===== config.mk =====
export PLATFORM = sky130hd
export DESIGN_NAME = bin_bcd_sched
export DESIGN_NICKNAME = d
export VERILOG_FILES = /design/src/rtl/bin_bcd_pkg.sv /design/src/rtl/bcd_dd_core.sv /design/src/rtl/bin_bcd_sched.sv
export SDC_FILE = /design/constraint.sdc
export NUM_CORES = 1
export LEC_CHECK = 0
export ABC_CLOCK_PERIOD_IN_PS = 3700
export CORE_MARGIN = 1.5
export CORE_UTILIZATION = 43
export DETAILED_ROUTE_END_ITERATION = 10
export GPL_TIMING_DRIVEN = 0
export PLACE_DENSITY = 0.83
export SKIP_LAST_GASP = 1
export SLEW_MARGIN = 10
export SYNTH_ARGS = -nofsm -noshare
export SYNTH_HDL_FRONTEND = slang
export SYNTH_SLANG_ARGS = --single-unit

===== constraint.sdc =====
create_clock -name clk -period 3.7 [get_ports clk]
set_input_delay 0.555 -clock clk [delete_from_list [all_inputs] [get_ports clk]]
set_output_delay 0.555 -clock clk [all_outputs]
set_load 0.05 [all_outputs]

===== src/rtl/bin_bcd_pkg.sv =====
// Shared types and default sizing for the round-robin binary-to-BCD converter.
package bin_bcd_pkg;

    localparam int NREQ_DEF   = 4;
    localparam int W_DEF      = 32;
    localparam int DIGITS_DEF = 10;

    typedef enum logic [1:0] {
        ST_IDLE = 2'd0,
        ST_CONV = 2'd1,
        ST_RESP = 2'd2
    } state_t;

endpackage


===== src/rtl/bcd_dd_core.sv =====
// Iterative double-dabble datapath: one add-3/shift iteration per step, MSB first.
module bcd_dd_core
    import bin_bcd_pkg::*;
#(
    parameter int W      = W_DEF,
    parameter int DIGITS = DIGITS_DEF
) (
    input  logic                  clk,
    input  logic                  rst_n,
    input  logic                  load,
    input  logic                  step,
    input  logic [W-1:0]          load_data,
    output logic [4*DIGITS-1:0]   bcd
);

    logic [W-1:0]        bin_q;
    logic [4*DIGITS-1:0] bcd_q;
    logic [4*DIGITS-1:0] bcd_adj;

    // Add 3 to every digit of 5 or more so the following shift carries correctly.
    always_comb begin
        bcd_adj = bcd_q;
        for (int i = 0; i < DIGITS; i++) begin
            if (bcd_q[4*i +: 4] >= 4'd5) begin
                bcd_adj[4*i +: 4] = bcd_q[4*i +: 4] + 4'd3;
            end
        end
    end

    // Load clears the accumulator; each step shifts {bcd, bin} left by one.
    always_ff @(posedge clk or negedge rst_n) begin
        if (!rst_n) begin
            bin_q <= '0;
            bcd_q <= '0;
        end else if (load) begin
            bin_q <= load_data;
            bcd_q <= '0;
        end else if (step) begin
            bcd_q <= {bcd_adj[4*DIGITS-2:0], bin_q[W-1]};
            bin_q <= {bin_q[W-2:0], 1'b0};
        end
    end

    assign bcd = bcd_q;

endmodule


===== src/rtl/bin_bcd_sched.sv =====
// Round-robin front end sharing one double-dabble converter among NREQ requesters.
//
//   state   | meaning
//   --------+--------------------------------------------------------------
//   ST_IDLE | waiting for any req_valid; grants one requester per cycle
//   ST_CONV | W double-dabble iterations on the latched operand
//   ST_RESP | result held on rsp_* until the consumer accepts it
module bin_bcd_sched
    import bin_bcd_pkg::*;
#(
    parameter int NREQ   = NREQ_DEF,
    parameter int W      = W_DEF,
    parameter int DIGITS = DIGITS_DEF
) (
    input  logic                      clk,
    input  logic                      rst_n,
    input  logic [NREQ-1:0]           req_valid,
    input  logic [NREQ*W-1:0]         req_data,
    output logic [NREQ-1:0]           req_ready,
    output logic                      rsp_valid,
    input  logic                      rsp_ready,
    output logic [4*DIGITS-1:0]       rsp_bcd,
    output logic [$clog2(NREQ)-1:0]   rsp_id,
    output logic                      busy
);

    localparam int IDW = $clog2(NREQ);
    localparam int CW  = $clog2(W+1);

    logic [1:0]     rst_sync;
    logic           rst_int_n;
    logic           fsm_live;
    state_t         state;
    logic [IDW-1:0] ptr;
    logic [CW-1:0]  iter_cnt;
    logic           grant_any;
    logic [IDW-1:0] grant_idx;
    logic [W-1:0]   grant_data;
    logic           grant_fire;

    // Reset asserts immediately, releases two clock edges after rst_n rises.
    always_ff @(posedge clk or negedge rst_n) begin
        if (!rst_n) begin
            rst_sync <= 2'b00;
        end else begin
            rst_sync <= {rst_sync[0], 1'b1};
        end
    end

    assign rst_int_n = rst_sync[1];

    // Separate copy of the synchronised release so the reset net never feeds logic.
    always_ff @(posedge clk or negedge rst_n) begin
        if (!rst_n) begin
            fsm_live <= 1'b0;
        end else begin
            fsm_live <= rst_sync[0];
        end
    end

    // Round-robin search starting just after the previous winner, with wrap.
    always_comb begin
        int             cand;
        logic [IDW-1:0] cand_idx;
        cand      = 0;
        cand_idx  = '0;
        grant_any = 1'b0;
        grant_idx = '0;
        for (int off = 1; off <= NREQ; off++) begin
            cand = int'(ptr) + off;
            if (cand >= NREQ) begin
                cand = cand - NREQ;
            end
            cand_idx = IDW'(cand);
            if (!grant_any && req_valid[cand_idx]) begin
                grant_any = 1'b1;
                grant_idx = cand_idx;
            end
        end
    end

    // Operand mux for the granted requester.
    always_comb begin
        grant_data = '0;
        for (int k = 0; k < NREQ; k++) begin
            if (grant_idx == IDW'(k)) begin
                grant_data = req_data[k*W +: W];
            end
        end
    end

    assign grant_fire = (state == ST_IDLE) && fsm_live && grant_any;

    // One-hot accept strobe, live only during the IDLE handshake cycle.
    always_comb begin
        req_ready = '0;
        if (grant_fire) begin
            req_ready[grant_idx] = 1'b1;
        end
    end

    // Sequencer: grant, W conversion steps on a down-counter, then hold the result.
    always_ff @(posedge clk or negedge rst_int_n) begin
        if (!rst_int_n) begin
            state     <= ST_IDLE;
            ptr       <= IDW'(NREQ-1);
            iter_cnt  <= '0;
            rsp_valid <= 1'b0;
            rsp_id    <= '0;
            busy      <= 1'b0;
        end else begin
            case (state)
                ST_IDLE: begin
                    if (grant_fire) begin
                        state    <= ST_CONV;
                        ptr      <= grant_idx;
                        rsp_id   <= grant_idx;
                        iter_cnt <= CW'(W);
                        busy     <= 1'b1;
                    end
                end
                ST_CONV: begin
                    iter_cnt <= iter_cnt - CW'(1);
                    if (iter_cnt == CW'(1)) begin
                        state     <= ST_RESP;
                        rsp_valid <= 1'b1;
                    end
                end
                ST_RESP: begin
                    if (rsp_ready) begin
                        state     <= ST_IDLE;
                        rsp_valid <= 1'b0;
                        busy      <= 1'b0;
                    end
                end
                default: begin
                    state     <= ST_IDLE;
                    iter_cnt  <= '0;
                    rsp_valid <= 1'b0;
                    busy      <= 1'b0;
                end
            endcase
        end
    end

    bcd_dd_core #(
        .W      (W),
        .DIGITS (DIGITS)
    ) u_core (
        .clk       (clk),
        .rst_n     (rst_int_n),
        .load      (grant_fire),
        .step      (state == ST_CONV),
        .load_data (grant_data),
        .bcd       (rsp_bcd)
    );

endmodule

==> summary.md <==
| Metric | Value |
|---|---|
| CTS hold repair buffers | 0 |
| Yosys warning count | 0 |
| H-tree depth | 3 |
| Worst slew pin tran | 798.6 ps |
| Die footprint | about 14000 µm² |
| GRT Util Overall | 26.78% |
| Vias in the first global route | ~6000 |
| Fin crit period | 3607 ps |
| Worst Setup Start Kind | input port |
| WHS | 254.7 ps |
| DRT Pass-1 Iters | 5 |
| RePlAce Congestion | 0.9241 |
| Setup Skew | around 7.4 ps |
| Post-synth ARST share | 100.0% |
| Area Overhead vs Synth | 41.23% |
| Chip height | 119.1 µm |
| Max-Cap Viols | 0 |
| Detailed Route Iter0 Violations | 454 |
| Antenna Nets Post-Route | 0 |
| Via density | between 5 and 6 |
| Placed Cells | 985 |
| Rows | 42 |
| Yosys reg bits | 88 |
| Pin count of the biggest net entering global routing | between 40 and 50 |
| Number of flops mapped to enable cells by yosys | 0 |
| Hold Crit Class | register to asynchronous set/reset pin |
| IO buf count | 180 |
| Period utilization | between 90 and 100% |
| Maximum vdd ir drop | 0.3630 mV |
| GRT overflow | 0 |
| Final HPWL DP | 13880 µm |
| Post-synth cell types | just under 60 |
| Leakage power | 3.340 nW |
| CTS root buf | clkbuf_16 |
| Wirelength, routed | around 19000 µm |
| Status | completed |
| Die Wd | 119.1 µm |
| Fmax | 0.2772 GHz |
| Global-route wire length before repair | 29840 µm |
| TritonCTS Sinks | 88 |
| Share of layout cells above drive strength 1 | under 10% |
| ANT cells | 0 |
| Initial antenna violation count | 0 |
| Syn Area/Cell | 9.216 µm² |
| TritonCTS Buffers | 9 |
| Core area | 13190 µm² |
| Final Max Slew Viols | 0 |
| Sequential element share of the synthesized area | 38.03% |
| Worst-Skew Late Latency | 340 ps |
| Total Nets Final | 979 |
| Drt drc | 0 |
| Clock Tree Buf Depth | 2 |
| Final Hold Violating Endpoints | 0 |
| Slew margin rel. | 46.76% |
| R2r worst-path depth | 6 |
| Initial Util | roughly 44% |
| DR vias | 5954 |
| Setup CP Type | input port to output port |
| Cells after Synth | around 630 |
| Prevailing post-synth register cell | dfrtp_1 |
| Endpoint class of the critical path | output port |
| Count of final setup violators | 0 |
| Syn Nets | 786 |
| Routed WL per cell | 18.59 µm |
| Clock Pin Slew Worst Setup and Hold Paths | 70 ps |
| Critical path arrival | 3050 ps |
| IO Count | 183 |
| Pwr/cell area | 863.9 nW/µm² |
| CTS tree | done |
| Fin cells | 1003 |
| Mapped Area | 5797 µm² |
| CP max FO | 10 |
| Data required, critical path | 3140 ps |
| RSZ-0062 raised after global routing | false |
## what timing repair did
action / 4_1_cts / 5_1_grt
setup endpoints to repair: 4 / 1
pin swaps: 0 / 0
gates resized for setup: 4 / 1
buffers inserted: 2 / 0
## critical path: stages
cell and delay [ps]:
clkdlybuf4s50_1 580, or4_4 600, nand3_2 220, buf_4 240, buf_2 290, nor3_1 90
clkdlybuf4s15_1 470
## metal layers
metal	vias up	routed length, µm	track usage, %
li1	2782	-	-
met1	2832	8064	35.89
met2	305	8916	44.18
met3	35	1155	3.065
met4	0	505	10.92
met5	-	0	0
## stage by stage
step	TNS, ps	power (mW)	worst slack (ps)	cell area, µm²	utilization, %
finish	0	7.072	92.87	8187	62.07
detailed placement	-646.7	6.027	-187.8	7823	59.31
floorplan	0	4.732	254.9	5801	-
global route	0	7.528	11.88	8187	62.07
CTS	0	7.049	136.8	8185	62.06
global placement	-629.8	5.947	-204.6	7823	59.31
## flip-flops by register name (all words and copies together) (netlist names)
register      cells
busy              1
fsm_live          1
ptr               2
u_core.bcd       40
iter_cnt          6
u_core.bin_q     32
rsp_valid         1
rsp_id            2
state             2
rst_sync          1
## power breakdown
part           internal (mW)  total (mW)  switching [mW]
logic                   1.64        4.27            2.63
clock network          0.597       0.996           0.399
registers               1.41        1.81           0.404
## cell type report
class	count	area [µm²]
well taps	176	220.2
repair buffers	182	1846
inverters	27	101.3
multi-input cells	458	3202
clock inverters	6	91.34
flip-flops and latches	88	2208
fillers	1127	5004
plain buffers	56	289.0
clock buffers	10	229.0
## cells by family (layout without fill, tap and decap cells)
family | Yosys count | count (layout) | share of synthesized area (%)
AO/OA/AOI/OAI | 266 | 266 | 33.39
XOR/XNOR | 20 | 20 | 3.022
adder cells (fa/ha/maj) | 22 | 22 | 4.748
buffers and inverters | 83 | 281 | 6.734
flip-flops | 88 | 88 | 38.03
multiplexers | 11 | 11 | 2.115
other | 1 | 1 | 0.06469
AND/OR/NAND/NOR | 138 | 138 | 11.89
## cell usage in the layout (no fill, tap or decap), drive strengths merged, types with 26 or more instances in the layout
master,synthesis,final
dfrtp,86,86
nor2,26,26
a21oi,51,51
o21ai,39,39
clkbuf,25,35
nand2,57,57
inv,27,29
o31ai,30,30
clkdlybuf4s50,0,176
o22ai,33,33
buf,31,33
## synth_stat cells, types with 2 or more instances
cell	number	area (µm²)
a211oi_1	11	82.58
a21o_1	13	97.59
a21oi_1	50	250.2
a221o_1	11	110.1
a221oi_1	8	70.07
a22oi_1	6	45.04
a2bb2oi_1	10	87.58
a32o_1	9	90.09
and2_1	2	12.51
buf_2	21	105.1
buf_4	4	30.03
buf_6	5	56.30
clkbuf_1	25	93.84
dfrtp_1	86	2152
dfstp_2	2	52.55
ha_1	22	275.3
inv_1	27	101.4
mux2i_1	10	100.1
nand2_1	57	214.0
nand2b_1	12	75.07
nand3_1	5	25.02
nand4_1	19	118.9
nor2_1	24	90.09
nor2b_1	3	18.77
nor3_1	5	25.02
nor3b_1	2	15.01
o211a_1	2	20.02
o211ai_1	4	30.03
o21a_1	4	30.03
o21ai_0	38	190.2
o221ai_1	11	96.34
o22ai_1	32	200.2
o31a_1	11	96.34
o31ai_1	29	217.7
o32ai_2	8	130.1
xnor2_1	11	96.34
xor2_1	9	78.83
## worst paths after layout
path	end	start	slack, ps
max in group asynchronous	ptr[1]$_DFFE_PN1P_	fsm_live$_DFF_PN0_	2860
hold / removal	u_core.bin_q[30]$_DFFE_PN0P_	fsm_live$_DFF_PN0_	250
hold reg to reg	u_core.bin_q[30]$_DFFE_PN0P_	fsm_live$_DFF_PN0_	250
setup reg to reg	u_core.bcd[31]$_DFFE_PN0P_	fsm_live$_DFF_PN0_	1450
setup / recovery	req_ready[2]	req_valid[2]	90
min in group clk	fsm_live$_DFF_PN0_	rst_sync[0]$_DFF_PN0_	350
(Power assumes the default switching activity.)
